[src/rtl/i2c_slave_pkg.sv]
// Shared types and constants for the I2C slave sequencing controller.
package i2c_slave_pkg;

  localparam int unsigned BITS_PER_BYTE = 8;
  localparam int unsigned BITCNT_W      = 4;

  localparam logic I2C_ACK  = 1'b0;
  localparam logic I2C_NACK = 1'b1;

  typedef enum logic [2:0] {
    IDLE,
    ADDR,
    ADDR_ACK,
    RX,
    RX_ACK,
    TX,
    TX_ACK,
    WAIT_STOP
  } i2c_state_e;

endpackage

[src/rtl/i2c_bus_monitor.sv]
// Synchronises raw SCL/SDA and produces SCL edge and START/STOP pulses.
// Ports: pclk/preset; scl_in/sda_in raw pads; sda_sync synchronised SDA;
//        scl_rise_c/scl_fall_c/start_c/stop_c single-pclk event pulses.
module i2c_bus_monitor #(
  parameter int unsigned SYNC_STAGES = 2
) (
  input  logic pclk,
  input  logic preset,
  input  logic scl_in,
  input  logic sda_in,
  output logic sda_sync,
  output logic scl_rise_c,
  output logic scl_fall_c,
  output logic start_c,
  output logic stop_c
);

  logic [SYNC_STAGES-1:0] scl_pipe;
  logic [SYNC_STAGES-1:0] sda_pipe;
  logic                   scl_s;
  logic                   scl_d;
  logic                   sda_d;

  // Synchronisers and one-pclk-delayed copies; flushed to the idle bus level.
  always_ff @(posedge pclk or posedge preset) begin
    if (preset) begin
      scl_pipe <= '1;
      sda_pipe <= '1;
      scl_d    <= 1'b1;
      sda_d    <= 1'b1;
    end else begin
      scl_pipe <= {scl_pipe[SYNC_STAGES-2:0], scl_in};
      sda_pipe <= {sda_pipe[SYNC_STAGES-2:0], sda_in};
      scl_d    <= scl_s;
      sda_d    <= sda_sync;
    end
  end

  assign scl_s    = scl_pipe[SYNC_STAGES-1];
  assign sda_sync = sda_pipe[SYNC_STAGES-1];

  // SDA transitions are only bus conditions when SCL is high on both samples.
  assign scl_rise_c = scl_s & ~scl_d;
  assign scl_fall_c = ~scl_s & scl_d;
  assign start_c    = scl_s & scl_d & sda_d & ~sda_sync;
  assign stop_c     = scl_s & scl_d & ~sda_d & sda_sync;

endmodule

[src/rtl/i2c_slave_ctrl.sv]
// Sequencing controller for the I2C slave shift-register datapath.
// Ports: pclk/preset/enable; scl_in/sda_in raw pads; comp_match, read,
//        dr_data, sda_out_sr from the datapath; shift_en/shift_load_en,
//        ack_cycle/dack_cycle and sda_sync to the datapath; sda_oe pad
//        pull-low enable; rx_data/rx_valid, tx_req, nack_received, busy.
module i2c_slave_ctrl
  import i2c_slave_pkg::*;
#(
  parameter int unsigned SYNC_STAGES = 2
) (
  input  logic       pclk,
  input  logic       preset,
  input  logic       enable,
  input  logic       scl_in,
  input  logic       sda_in,
  input  logic       comp_match,
  input  logic       read,
  input  logic [7:0] dr_data,
  input  logic       sda_out_sr,
  output logic       shift_en,
  output logic       shift_load_en,
  output logic       ack_cycle,
  output logic       dack_cycle,
  output logic       sda_sync,
  output logic       sda_oe,
  output logic [7:0] rx_data,
  output logic       rx_valid,
  output logic       tx_req,
  output logic       nack_received,
  output logic       busy
);

  i2c_state_e          state, state_nx;
  logic [BITCNT_W-1:0] bitcnt, bitcnt_nx;
  logic                scl_rise_c, scl_fall_c, start_c, stop_c;
  logic                fall_d1, fall_d2;
  logic                ack_bit;
  logic                byte_done_c;
  logic                shift_en_nx, load_nx, rx_valid_nx, tx_req_nx, nack_nx;
  logic                sda_oe_nx, busy_nx;

  i2c_bus_monitor #(.SYNC_STAGES(SYNC_STAGES)) u_bus_monitor (
    .pclk       (pclk),
    .preset     (preset),
    .scl_in     (scl_in),
    .sda_in     (sda_in),
    .sda_sync   (sda_sync),
    .scl_rise_c (scl_rise_c),
    .scl_fall_c (scl_fall_c),
    .start_c    (start_c),
    .stop_c     (stop_c)
  );

  assign byte_done_c = (bitcnt == BITCNT_W'(BITS_PER_BYTE));

  // State register, bit counter, SCL-fall delay line and master ACK sample.
  always_ff @(posedge pclk or posedge preset) begin
    if (preset) begin
      state   <= IDLE;
      bitcnt  <= '0;
      fall_d1 <= 1'b0;
      fall_d2 <= 1'b0;
      ack_bit <= I2C_NACK;
    end else begin
      state   <= state_nx;
      bitcnt  <= bitcnt_nx;
      fall_d1 <= scl_fall_c;
      fall_d2 <= fall_d1;
      if (state == TX_ACK && scl_rise_c) ack_bit <= sda_sync;
    end
  end

  // Next-state: bus conditions and enable override every state.
  always_comb begin
    state_nx  = state;
    bitcnt_nx = bitcnt;
    if (!enable || stop_c) begin
      state_nx  = IDLE;
      bitcnt_nx = '0;
    end else if (start_c) begin
      state_nx  = ADDR;
      bitcnt_nx = '0;
    end else begin
      case (state)
        ADDR, RX, TX: begin
          if (scl_rise_c) begin
            bitcnt_nx = bitcnt + BITCNT_W'(1);
          end else if (scl_fall_c && byte_done_c) begin
            case (state)
              ADDR:    state_nx = comp_match ? ADDR_ACK : WAIT_STOP;
              RX:      state_nx = RX_ACK;
              default: state_nx = TX_ACK;
            endcase
          end
        end
        ADDR_ACK: begin
          if (scl_fall_c) begin
            state_nx  = read ? TX : RX;
            bitcnt_nx = '0;
          end
        end
        RX_ACK: begin
          if (scl_fall_c) begin
            state_nx  = RX;
            bitcnt_nx = '0;
          end
        end
        TX_ACK: begin
          if (scl_fall_c) begin
            state_nx  = (ack_bit == I2C_ACK) ? TX : WAIT_STOP;
            bitcnt_nx = '0;
          end
        end
        default: ;
      endcase
    end
  end

  // Output decode: next values of the registered strobes, busy and SDA drive.
  always_comb begin
    shift_en_nx = 1'b0;
    load_nx     = 1'b0;
    rx_valid_nx = 1'b0;
    tx_req_nx   = 1'b0;
    nack_nx     = 1'b0;
    busy_nx     = busy;
    sda_oe_nx   = sda_oe;
    if (!enable || stop_c) begin
      busy_nx   = 1'b0;
      sda_oe_nx = 1'b0;
    end else if (start_c) begin
      busy_nx   = 1'b1;
      sda_oe_nx = 1'b0;
    end else begin
      case (state)
        ADDR, TX: shift_en_nx = scl_rise_c;
        RX: begin
          shift_en_nx = scl_rise_c;
          rx_valid_nx = scl_fall_c && byte_done_c;
        end
        ADDR_ACK: begin
          load_nx   = scl_fall_c && read;
          tx_req_nx = scl_fall_c && read;
        end
        TX_ACK: begin
          load_nx   = scl_fall_c && (ack_bit == I2C_ACK);
          tx_req_nx = scl_fall_c && (ack_bit == I2C_ACK);
          nack_nx   = scl_fall_c && (ack_bit == I2C_NACK);
        end
        default: ;
      endcase
      // Two pclk after the fall pulse the datapath has absorbed the load and
      // the ack-phase change, so sda_out_sr is current while SCL is still low.
      if (fall_d2) begin
        sda_oe_nx = (state == ADDR_ACK || state == RX_ACK || state == TX) ?
                    ~sda_out_sr : 1'b0;
      end
    end
  end

  // Registered outputs; ack phases are aligned with the state they mark.
  always_ff @(posedge pclk or posedge preset) begin
    if (preset) begin
      shift_en      <= 1'b0;
      shift_load_en <= 1'b0;
      ack_cycle     <= 1'b0;
      dack_cycle    <= 1'b0;
      sda_oe        <= 1'b0;
      rx_data       <= '0;
      rx_valid      <= 1'b0;
      tx_req        <= 1'b0;
      nack_received <= 1'b0;
      busy          <= 1'b0;
    end else begin
      shift_en      <= shift_en_nx;
      shift_load_en <= load_nx;
      ack_cycle     <= (state_nx == ADDR_ACK) || (state_nx == TX_ACK);
      dack_cycle    <= (state_nx == RX_ACK) || (state_nx == TX_ACK);
      sda_oe        <= sda_oe_nx;
      rx_valid      <= rx_valid_nx;
      tx_req        <= tx_req_nx;
      nack_received <= nack_nx;
      busy          <= busy_nx;
      if (rx_valid_nx) rx_data <= dr_data;
    end
  end

endmodule
[config.mk]
export PLATFORM = sky130hd
export DESIGN_NAME = i2c_slave_ctrl
export DESIGN_NICKNAME = d
export VERILOG_FILES = /design/src/rtl/i2c_slave_pkg.sv /design/src/rtl/i2c_bus_monitor.sv /design/src/rtl/i2c_slave_ctrl.sv
export SDC_FILE = /design/constraint.sdc
export NUM_CORES = 1
export LEC_CHECK = 0
export CORE_MARGIN = 1.5
export CORE_UTILIZATION = 35
export DETAILED_ROUTE_END_ITERATION = 6
export SETUP_SLACK_MARGIN = 0.05
export SLEW_MARGIN = 5
export SYNTH_ARGS = -nofsm -noshare
export SYNTH_HDL_FRONTEND = slang
export SYNTH_SLANG_ARGS = --single-unit
[constraint.sdc]
create_clock -name pclk -period 1.6 [get_ports pclk]
set_clock_uncertainty 0.05 [all_clocks]
set_input_delay 0.48 -clock pclk [delete_from_list [all_inputs] [get_ports pclk]]
set_output_delay 0.48 -clock pclk [all_outputs]
set_load 0.02 [all_outputs]
==> run summary <==
The run finished, with violations left. The final reports fail on negative setup slack. For the worst setup path, the data required time is 1.72 ns. The post-synthesis instance area was 1420 sq um. For this block, the initial DRC count from the detailed router was 57.

The internal portion of the total power is 1.31 mW. The portion of total power attributed to combinational logic was 0.101. The tools report the timing startpoint of the critical path as u_bus_monitor.scl_d. Based on the critical path, the design can be clocked at up to 565 MHz. The critical path is of the reg2reg type.

The total vias in the final route is 1181. The overall track demand over capacity in global routing is 0.160. In this run, placement finished with an instance count of 226. TritonCTS built the clock tree.

The core region area is 3940 sq um. The tree built by TritonCTS fans out to 32 sinks. The synthesis-to-layout area growth is 61.7%, and the depth of the most critical reg-to-reg path is 4. The number of clock buffers added by TritonCTS is 5. After detailed routing, the number of remaining DRC violations is 0.

The placed instance area is 2060 sq um, and the fraction of layout cells with a size suffix above 1 is 0.446. The reg-to-reg startpoint was u_bus_monitor.scl_d. The smallest clock period supported by the final layout is computed as 1.77 ns. The first global-routing pass estimated 5180 microns of wire. The critical path ends at rx_data[1].

Timing analysis after detailed placement gives a worst setup slack of -0.297 ns. The total number of yosys warnings was 0. The number of hold buffers added after CTS was 0. The synthesized netlist net count is 134, and the maximum number of pins on one net before global-route repair is 33.

Setup repair after global routing could not meet its margin everywhere. The die extent in x was 66.8 microns. The logs give 2 for the clock tree buffer depth and 0 for the post-route antenna net violation count.

The tools report the final hold violation count as 0. The final-stage net count came out at 204. The number of different library cells used by synthesis comes to 44.

After global routing the overflow that remains totals 0. The tightest min-delay check is of the reg2reg type. The run gives 0.506 as the sequential power share. Of all nets on the critical path, the largest fanout is 8. In this run the power density over the cells is 720 nW/um^2. The clock latency on the worst-skew pair was 0.28 ns; the HPWL after detailed placement was 2320 microns.

After synthesis, the mean cell area works out to 12.3 sq um. Input and output buffers added on the ports amount to 33. The via density per instance came out at 5.00.

The total count of max-transition violations in the final report came out at 0. The initial antenna violation count is 0, and the die area is 4460 sq um. The post-route fraction of the period consumed by the critical path is 1.11, and the number of H-tree levels is 2.

Clock slew seen by the registers of the worst setup and hold paths: 0.06 ns. In this run the critical register-to-register path is captured at rx_data[1]. The tools report the worst hold margin as 0.302 ns. The share of synthesized area occupied by flip-flops and latches was 0.569; the count of final setup violators was 16. The setup slack of the most critical reg-to-reg path came out at -0.17 ns. The clock network fraction of total power came out at 0.393. The total of fill cells in the finished design was 299. The weighted congestion reported at the end of routability-driven placement was 0.856; the number of global-route vias before repair was 1128. The post-route non-filler standard cell count is 236. In the layout the commonest cells are buf_4, dfrtp_1, clkdlybuf4s50_1, dlygate4sd2_1, mux2_2.

The floorplan has 23 rows. Across the whole layout, storage elements account for 811 sq um. 34 I/O pins were placed. Measured along the y axis, the die boundary spans 66.8 microns. The synthesized design contains 32 register bits. Across the run, the number of max-cap violations was 0.

The slew at the pin closest to its max-slew limit came out at 0.299 ns. The final design instance area without fill came out at 2300 sq um. In this run the static leakage power is 1.10 nW. Before antenna repair, the detailed router went through 4 iterations. Detail-routed net length per standard cell: 13.6 microns. Data on the critical path arrives at its endpoint at 1.89 ns. Switching component of the power: 353 uW. Nature of the critical path endpoint: a flip-flop. The proportion of total power due to net switching was 0.213. The worst setup path is launched from a flip-flop.

The logs give 116 for the synthesized instance count and 0.361 for the initial core utilization. 0 antenna diodes ended up in the layout. The root buffer cell chosen for the clock tree is clkbuf_8.

The worst slew margin relative to its limit is 0.799, and the multi-input combinational cell area is 707 sq um. Leaving out fill and tap cells, the most frequent cell in the layout is buf_4. The run gives -0.169 ns as the slack of the critical path. After detailed routing, the total wire length is 3220 microns.

Utilization of the core after routing: 0.584. The run gives 0.451 mV as the peak ir drop on the vdd network.
critical path, cell delays in order (launching register included):
cell and delay, ns:
dfstp_2 0.58, nand4b_1 0.22, nor3_4 0.25, nand4_4 0.21
mux2_4 0.34
timing repair:
item / 4_1_cts / 5_1_grt
resized for setup: 34 / 22
hold endpoints to repair: 0 / 0
cloned: 0 / 0
buffers inserted: 3 / 2
pin swaps: 5 / 2
setup endpoints to repair: 35 / 24
logic make-up (layout without fill, tap and decap cells):
logic type | Yosys count | after routing | share of synthesized area
AOI/OAI and AO/OA | 19 | 19 | 0.103
xor gates and xnor gates | 1 | 1 | 0.00615
adders and majority gates | 2 | 2 | 0.0176
buffers and inverters | 10 | 80 | 0.0299
DFF | 32 | 32 | 0.569
muxes | 11 | 11 | 0.0861
and+or+nand+nor | 41 | 41 | 0.189
cell usage after synthesis, drive strengths merged:
library cell,count,area (sq um)
and2,2,12.5
nand2b,5,33.8
nor2,6,22.5
nor4bb,1,10.0
dfrtp,25,626
clkbuf,2,7.51
o41ai,1,16.3
or3b,1,8.76
nand4,1,12.5
or3,2,12.5
o22a,1,8.76
a21oi,6,30.0
and3,1,11.3
xnor2,1,8.76
nor2b,2,12.5
a221o,1,10.0
dfstp,7,184
buf,2,12.5
a211o,1,8.76
a31oi,1,6.26
a22o,1,8.76
nand2,6,22.5
nand3b,1,7.51
o2111a,1,11.3
nor4,3,25.0
a2bb2oi,1,8.76
nand3,1,5.00
nand4b,4,35.0
mux2i,1,10.0
o21a,1,7.51
and3b,1,8.76
ha,2,25.0
a221oi,1,8.76
o21ai,2,13.8
a211oi,1,7.51
mux2,10,113
inv,6,22.5
nor3,3,20.0
nor4b,1,8.76
how the worst min path moves through the flow:
stage	cells after the start	endpoint	slack [ns]	startpoint
2_1_floorplan	0	fall_d2	0.28	fall_d1
3_3_place_gp	0	fall_d2	0.28	fall_d1
3_5_place_dp	0	fall_d2	0.29	fall_d1
4_1_cts	0	fall_d2	0.30	fall_d1
5_1_grt	0	u_bus_monitor.scl_pipe[1]	0.32	u_bus_monitor.scl_pipe[0]
6_report	0	fall_d2	0.30	fall_d1
sequential cells by signal, summed over array words and instances, names as in the netlist, 2 cells and up:
register / flops
bitcnt: 4
u_bus_monitor.scl_pipe: 2
state: 3
rx_data: 8
u_bus_monitor.sda_pipe: 2
stage by stage:
| stage | total power, mW | TNS [ns] |
|---|---|---|
| finish | 1.66 | -1.64 |
| global route | 1.73 | -3.06 |
| CTS | 1.67 | -1.81 |
| detailed placement | 1.00 | -4.27 |
| global placement | 0.999 | -3.94 |
| floorplan | 0.905 | -0.300 |
cell type report:
class / count / area share
well taps: 50 / 0.0272
repair buffers: 67 / 0.262
inverters: 6 / 0.00978
clock buffers: 7 / 0.0418
flip-flops and latches: 32 / 0.352
multi-input cells: 74 / 0.307
routing by layer:
metal	share of wire	global-route usage	routed length [microns]
met1	0.42	0.191	1340
met5	0	0	0
met2	0.50	0.263	1620
met3	0.060	0.0541	192
met4	0.021	0.0638	67
power by group through the flow:
stage               Clock, mW  Sequential, mW  Combinational, mW
CTS                     0.668           0.839              0.160
global route            0.708           0.841              0.180
detailed placement          0           0.852              0.150
global placement            0           0.852              0.147
floorplan                   0           0.855             0.0498
finish                  0.652           0.839              0.167
Power figures use the tool's default switching activity.
==> RTL edit 1, RTL diff (same settings) <==
Register the output `sda_sync`, without a reset; this adds one clock of latency there. The other outputs are not delayed to match. Comments in the files are not updated.
--- a/src/rtl/i2c_slave_ctrl.sv
+++ b/src/rtl/i2c_slave_ctrl.sv
@@ -31,4 +31,6 @@
 );
 
+  logic sda_sync_d;
+
   i2c_state_e          state, state_nx;
   logic [BITCNT_W-1:0] bitcnt, bitcnt_nx;
@@ -45,5 +47,5 @@
     .scl_in     (scl_in),
     .sda_in     (sda_in),
-    .sda_sync   (sda_sync),
+    .sda_sync   (sda_sync_d),
     .scl_rise_c (scl_rise_c),
     .scl_fall_c (scl_fall_c),
@@ -67,5 +69,5 @@
       fall_d1 <= scl_fall_c;
       fall_d2 <= fall_d1;
-      if (state == TX_ACK && scl_rise_c) ack_bit <= sda_sync;
+      if (state == TX_ACK && scl_rise_c) ack_bit <= sda_sync_d;
     end
   end
@@ -186,3 +188,7 @@
   end
 
+  always_ff @(posedge pclk) begin
+    sda_sync <= sda_sync_d;
+  end
+
 endmodule
Check against the original RTL: not equivalent (Yosys sat finds a counterexample within 4 cycles, from zero or initial values and one cycle with preset high).
==> RTL edit 1 against the unedited design <==
- the flow still finishes with violations (negative setup slack)
- synthesized area increased by 1.4%
- cell area down 0.22%
- critical path depth increased by 1
- routed wire length grew 5.9%
- setup slack better by 10 ps
- fmax grew 0.58%
- total power increased by 2.9%
- sequential power grew 2.9%
- sequential cell count is 1 higher
- utilization is 0.55 points lower
==> RTL edit 1: results (changes against the unedited design) <==
- Status: complete, but fails checks
- Failing checks: negative setup slack
- Initial DRC Count: 34 (-40%)
- Final worst slack: -159 ps (+10.3 ps)
- Synthesized Nets: 135 (+0.75%)
- Layout cells sized above 1: 42.9% (-1.8 points)
- Worst reg2reg path depth: 5 (+1)
- Crit-path max FO: 4 (-4)
- Setup_tns: -1650 ps (-10.7 ps)
- Filler instances: 343 (+15%)
- Psw: 366 uW (+3.7%)
- Placed insts: 224 (-0.88%)
- Post-Synth Adder-Cell Area: 1.73% (-0.024 points)
- GRT met3 Usage: 5.17% (-0.24 points)
- Gpl congestion: 0.858 (+0.22%)
- Synth Area in Compound Gates: 10.1% (-0.14 points)
- Grt met1 use: 19.8% (+0.71 points)
- Routed wire length: 3410 um (+5.9%)
- Synth Area in XOR/XNOR: 0.607% (-0.0085 points)
- Post-DP HPWL: 2420 um (+4.5%)
- Peak VDD IR: 0.638 mV (+41%)
- Final setup vio count: 16 (unchanged)
- Area contributors post-synth: dfrtp_1 (43%), dfstp_2 (13%), mux2_2 (7.8%), nand4b_1 (2.4%), a21oi_1 (2.1%)
- Vias per cell: 5.01 (+0.17%)
- Nets@finish: 206 (+0.98%)
- Leakage Power: 0.00110 uW (-0.26%)
- Area after DPL: 2040 um2 (-0.91%)
- Mux cell area share after synthesis: 8.49% (-0.12 points)
[RTL edit 1: cell count changes after synthesis]
cell	unedited run	this run
dfxtp_1	0	1
[RTL edit 1: worst max-delay path by stage]
stage | start | end | slack, ps | depth (start not counted)
floorplan | u_bus_monitor.scl_d | bitcnt[3] | -50 | 4
global placement | enable | rx_data[2] | -280 | 4
detailed placement | enable | rx_data[2] | -350 | 4
CTS | bitcnt[1] | rx_data[2] | -150 | 6
global route | bitcnt[1] | rx_data[6] | -230 | 6
finish | u_bus_monitor.scl_d | bitcnt[3] | -160 | 5
[RTL edit 1: power groups by stage]
stage / logic, uW / clock network, uW / registers (uW)
CTS: 162 / 696 / 862
floorplan: 47.3 / 0 / 881
global route: 185 / 754 / 864
detailed placement: 148 / 0 / 878
global placement: 145 / 0 / 878
finish: 171 / 672 / 863
[RTL edit 1: worst max-delay path, stage by stage (launching register included)]
cell and delay (ps):
dfstp_2 560, buf_6 110, nand2b_4 60, or3_4 330, and3_4 180, a221o_1 350
[RTL edit 1: cell families after synthesis]
group | Yosys count
compound gates | 19
xor+xnor | 1
fa+ha+maj | 2
buf+inv | 10
flops | 33
mux | 11
simple gates | 41
[RTL edit 1: layout make-up]
type                            instances  share of cell area (%)
Sequential cell                        33                    36.2
Multi-Input combinational cell         74                    29.2
Timing Repair Buffer                   68                    26.5
Clock buffer                            7                    4.19
Tap cell                               50                    2.72
Inverter                                6                   0.980
Clock inverter                          1                   0.218
[RTL edit 1: metal layers]
layer	up-vias	wire length (um)
met5	-	0
met4	0	55
met3	5	174
met2	33	1780
met1	598	1400
li1	562	-
[RTL edit 1: timing repair]
| action | in CTS | in global routing |
|---|---|---|
| buffers inserted | 5 | 1 |
| pin swaps | 9 | 5 |
| gates resized for setup | 35 | 14 |
| cloned | 0 | 1 |
| endpoints found under the setup margin | 37 | 25 |
==> RTL edit 2, RTL diff (same settings) <==
Without the edit above. `SYNC_STAGES` is set to 2 in 2 places; all go to 4.
--- a/src/rtl/i2c_bus_monitor.sv
+++ b/src/rtl/i2c_bus_monitor.sv
@@ -3,5 +3,5 @@
 //        scl_rise_c/scl_fall_c/start_c/stop_c single-pclk event pulses.
 module i2c_bus_monitor #(
-  parameter int unsigned SYNC_STAGES = 2
+  parameter int unsigned SYNC_STAGES = 4
 ) (
   input  logic pclk,
--- a/src/rtl/i2c_slave_ctrl.sv
+++ b/src/rtl/i2c_slave_ctrl.sv
@@ -7,5 +7,5 @@
   import i2c_slave_pkg::*;
 #(
-  parameter int unsigned SYNC_STAGES = 2
+  parameter int unsigned SYNC_STAGES = 4
 ) (
   input  logic       pclk,
Check against the original RTL: not equivalent (Yosys sat finds a counterexample within 4 cycles, from zero or initial values and one cycle with preset high).
==> RTL edit 2 against the unedited design <==
- the run still ends with negative setup slack left
- clock power rose by 8.3%
- final cell count rose by 3.8%
- synthesized area rose by 7.6%
- sequential share of layout area rose by 2.8 points
- die area rose by 7.2%
- sequential cell count rose by 4
- setup slack got worse by 10 ps
- routed wire length rose by 8.8%
- total power rose by 13%
- cell area rose by 4.6%
- first-iteration DRC count rose by 26%
- critical endpoint unchanged
- largest cell class unchanged
- largest power group unchanged
- highest routed layer unchanged
==> RTL edit 2: results (changes against the unedited design) <==
- Nets@finish: 212 (+3.9%)
- Setup slack, reg-to-reg: -170 ps
- Post-synth top area cell: dfrtp_1
- Largest register FFs: 8 (unchanged)
- Synthesized Nets: 140 (+4.5%)
- Asr flop ratio synth: 100% (unchanged)
- Post-DP HPWL: 2450 um (+5.5%)
- Crit-path max FO: 4 (-4)
- Failing checks: negative setup slack
- Filler instances: 338 (+13%)
- Min Hold Slack: 301 ps (-1.14 ps)
- Vias per cell: 4.91 (-2.0%)
- Num CTS Buffers: 5 (unchanged)
- Initial antenna violation count: 0 (unchanged)
- Number of I/O port buffers: 33 (unchanged)
- Final worst slack: -179 ps (-10.3 ps)
- Gpl congestion: 0.891 (+4.2%)
- First-pass detailed-route iteration total: 4 (unchanged)
- Final setup vio count: 18 (+2)
- Hold endpoint: fall_d2
- Clock latency on the worst-skew pair: 280 ps (about the same)
- Worst reg2reg path depth: 5 (+1)
- Max Root-Sink Buffers: 2 (unchanged)
- Post-synth cell types: 41 (-6.8%)
- H-tree depth: 2 (unchanged)
- Slowest stage delay, CP: 540 ps (-40 ps)
- Initial DRC Count: 72 (+26%)
- Root Buffer: clkbuf_8
- Tot GR Track Use: 16.1% (+0.13 points)
- HP Class: reg2reg
- Hold path cells: 0 (unchanged)
- CTS clock-pin slew for the worst setup and hold paths: about 70 ps
- Largest net degree at the start of global routing: 22 (-33%)
- Leakage Power: 0.00114 uW (+3.9%)
- Routed len/inst: 14.3 um (+4.8%)
- Worst slew pin tran: 349 ps (+50.4 ps)
- Number of antenna diodes: 0 (unchanged)
- Area contributors post-synth: dfrtp_1 (41%), dfstp_2 (19%), mux2_2 (7.4%), nand2b_1 (2.0%), inv_1 (1.7%)
- Slowest CP cell: clkdlybuf4s50_1
- Status: complete, but fails checks
- Peak VDD IR: 0.402 mV (-11%)
- Sequential-to-total area share from yosys stat: 59.7% (+2.9 points)
- R2r startpoint: u_bus_monitor.sda_pipe[3]
- Reg-to-Reg End: rx_data[1]
- Vias in the first global route: 1269 (+13%)
- First-pass GRT wire length: 6020 um (+16%)
- Delay-heaviest family, CP: buffers and inverters
- Layout cells sized above 1: 44.1% (-0.52 points)
- Commonest cells in the netlist: dfrtp_1 (25), dfstp_2 (11), mux2_2 (10)
RTL edit 2: cell types whose count changed in the layout (fill, tap and decap cells not counted), moves of 3 or more:
cell / delta
buf_4: +4
nand4b_1: -3
dlygate4sd2_1: -7
clkdlybuf4s15_1: +7
dfstp_2: +4
RTL edit 2: what timing repair did:
item                       in CTS  in global routing
hold buffers                    0                  0
setup buffers                   3                  7
gates resized for setup        31                 24
setup endpoints to repair      37                 31
cloned                          1                  0
pin swaps                       6                  3
RTL edit 2: how the worst max path moves through the flow:
stage	depth (start not counted)	start	endpoint
after global routing	5	u_bus_monitor.sda_pipe[3]	rx_data[0]
final	5	enable	rx_data[1]
after global placement	5	enable	rx_data[0]
after detailed placement	5	enable	rx_data[7]
after CTS	5	u_bus_monitor.sda_pipe[3]	rx_data[3]
after floorplan	4	u_bus_monitor.scl_d	rx_data[0]
RTL edit 2: worst reg2reg max path, delay by kind of cell, from the launching register on:
| kind | cells | cell delay, ps |
|---|---|---|
| buffers and inverters | 1 | 190 |
| AO/OA/AOI/OAI | 1 | 100 |
| flip-flops | 1 | 570 |
| multiplexers | 1 | 320 |
| XOR/XNOR | 1 | 150 |
| AND/OR/NAND/NOR | 1 | 270 |
RTL edit 2: cells by family after synthesis:
kind of cell	synth area share, %
fa+ha+maj	1.63
mux	8.01
flops	59.7
buf+inv	3.27
simple gates	15.9
xor+xnor	1.14
compound gates	10.3
RTL edit 2: through the flow:
step	utilization (%)	TNS (ps)	area (um2)	instances	setup WS [ps]
after floorplan	-	-2370	1580	122	-292
after detailed placement	52.6	-5880	2160	227	-457
after global routing	58.5	-3210	2410	245	-260
after global placement	52.6	-5370	2160	227	-429
final	58.5	-2000	2410	245	-179
after CTS	56.5	-2210	2320	239	-196
RTL edit 2: final cells by class:
type / count / share of cell area, %
timing repair buffer: 70 / 26.6
inverter: 7 / 1.09
clock inverter: 1 / 0.208
tap: 50 / 2.60
multi-input combinational: 74 / 27.5
clock buffer: 7 / 4.05
sequential: 36 / 38.0
RTL edit 2: per-layer routing:
layer	global-route usage, %	part of all wire, %	up-vias
met4	6.32	1.4	0
li1	-	-	576
met3	5.56	5.2	4
met1	20.2	44	584
met2	25.4	50	38
met5	0	0	-
RTL edit 2: power by group:
group | leakage [uW] | switching (uW) | internal [uW]
Combinational | 0.000628 | 91.8 | 119
Sequential | 0.000462 | 15.1 | 942
Clock | 0.0000534 | 307 | 399
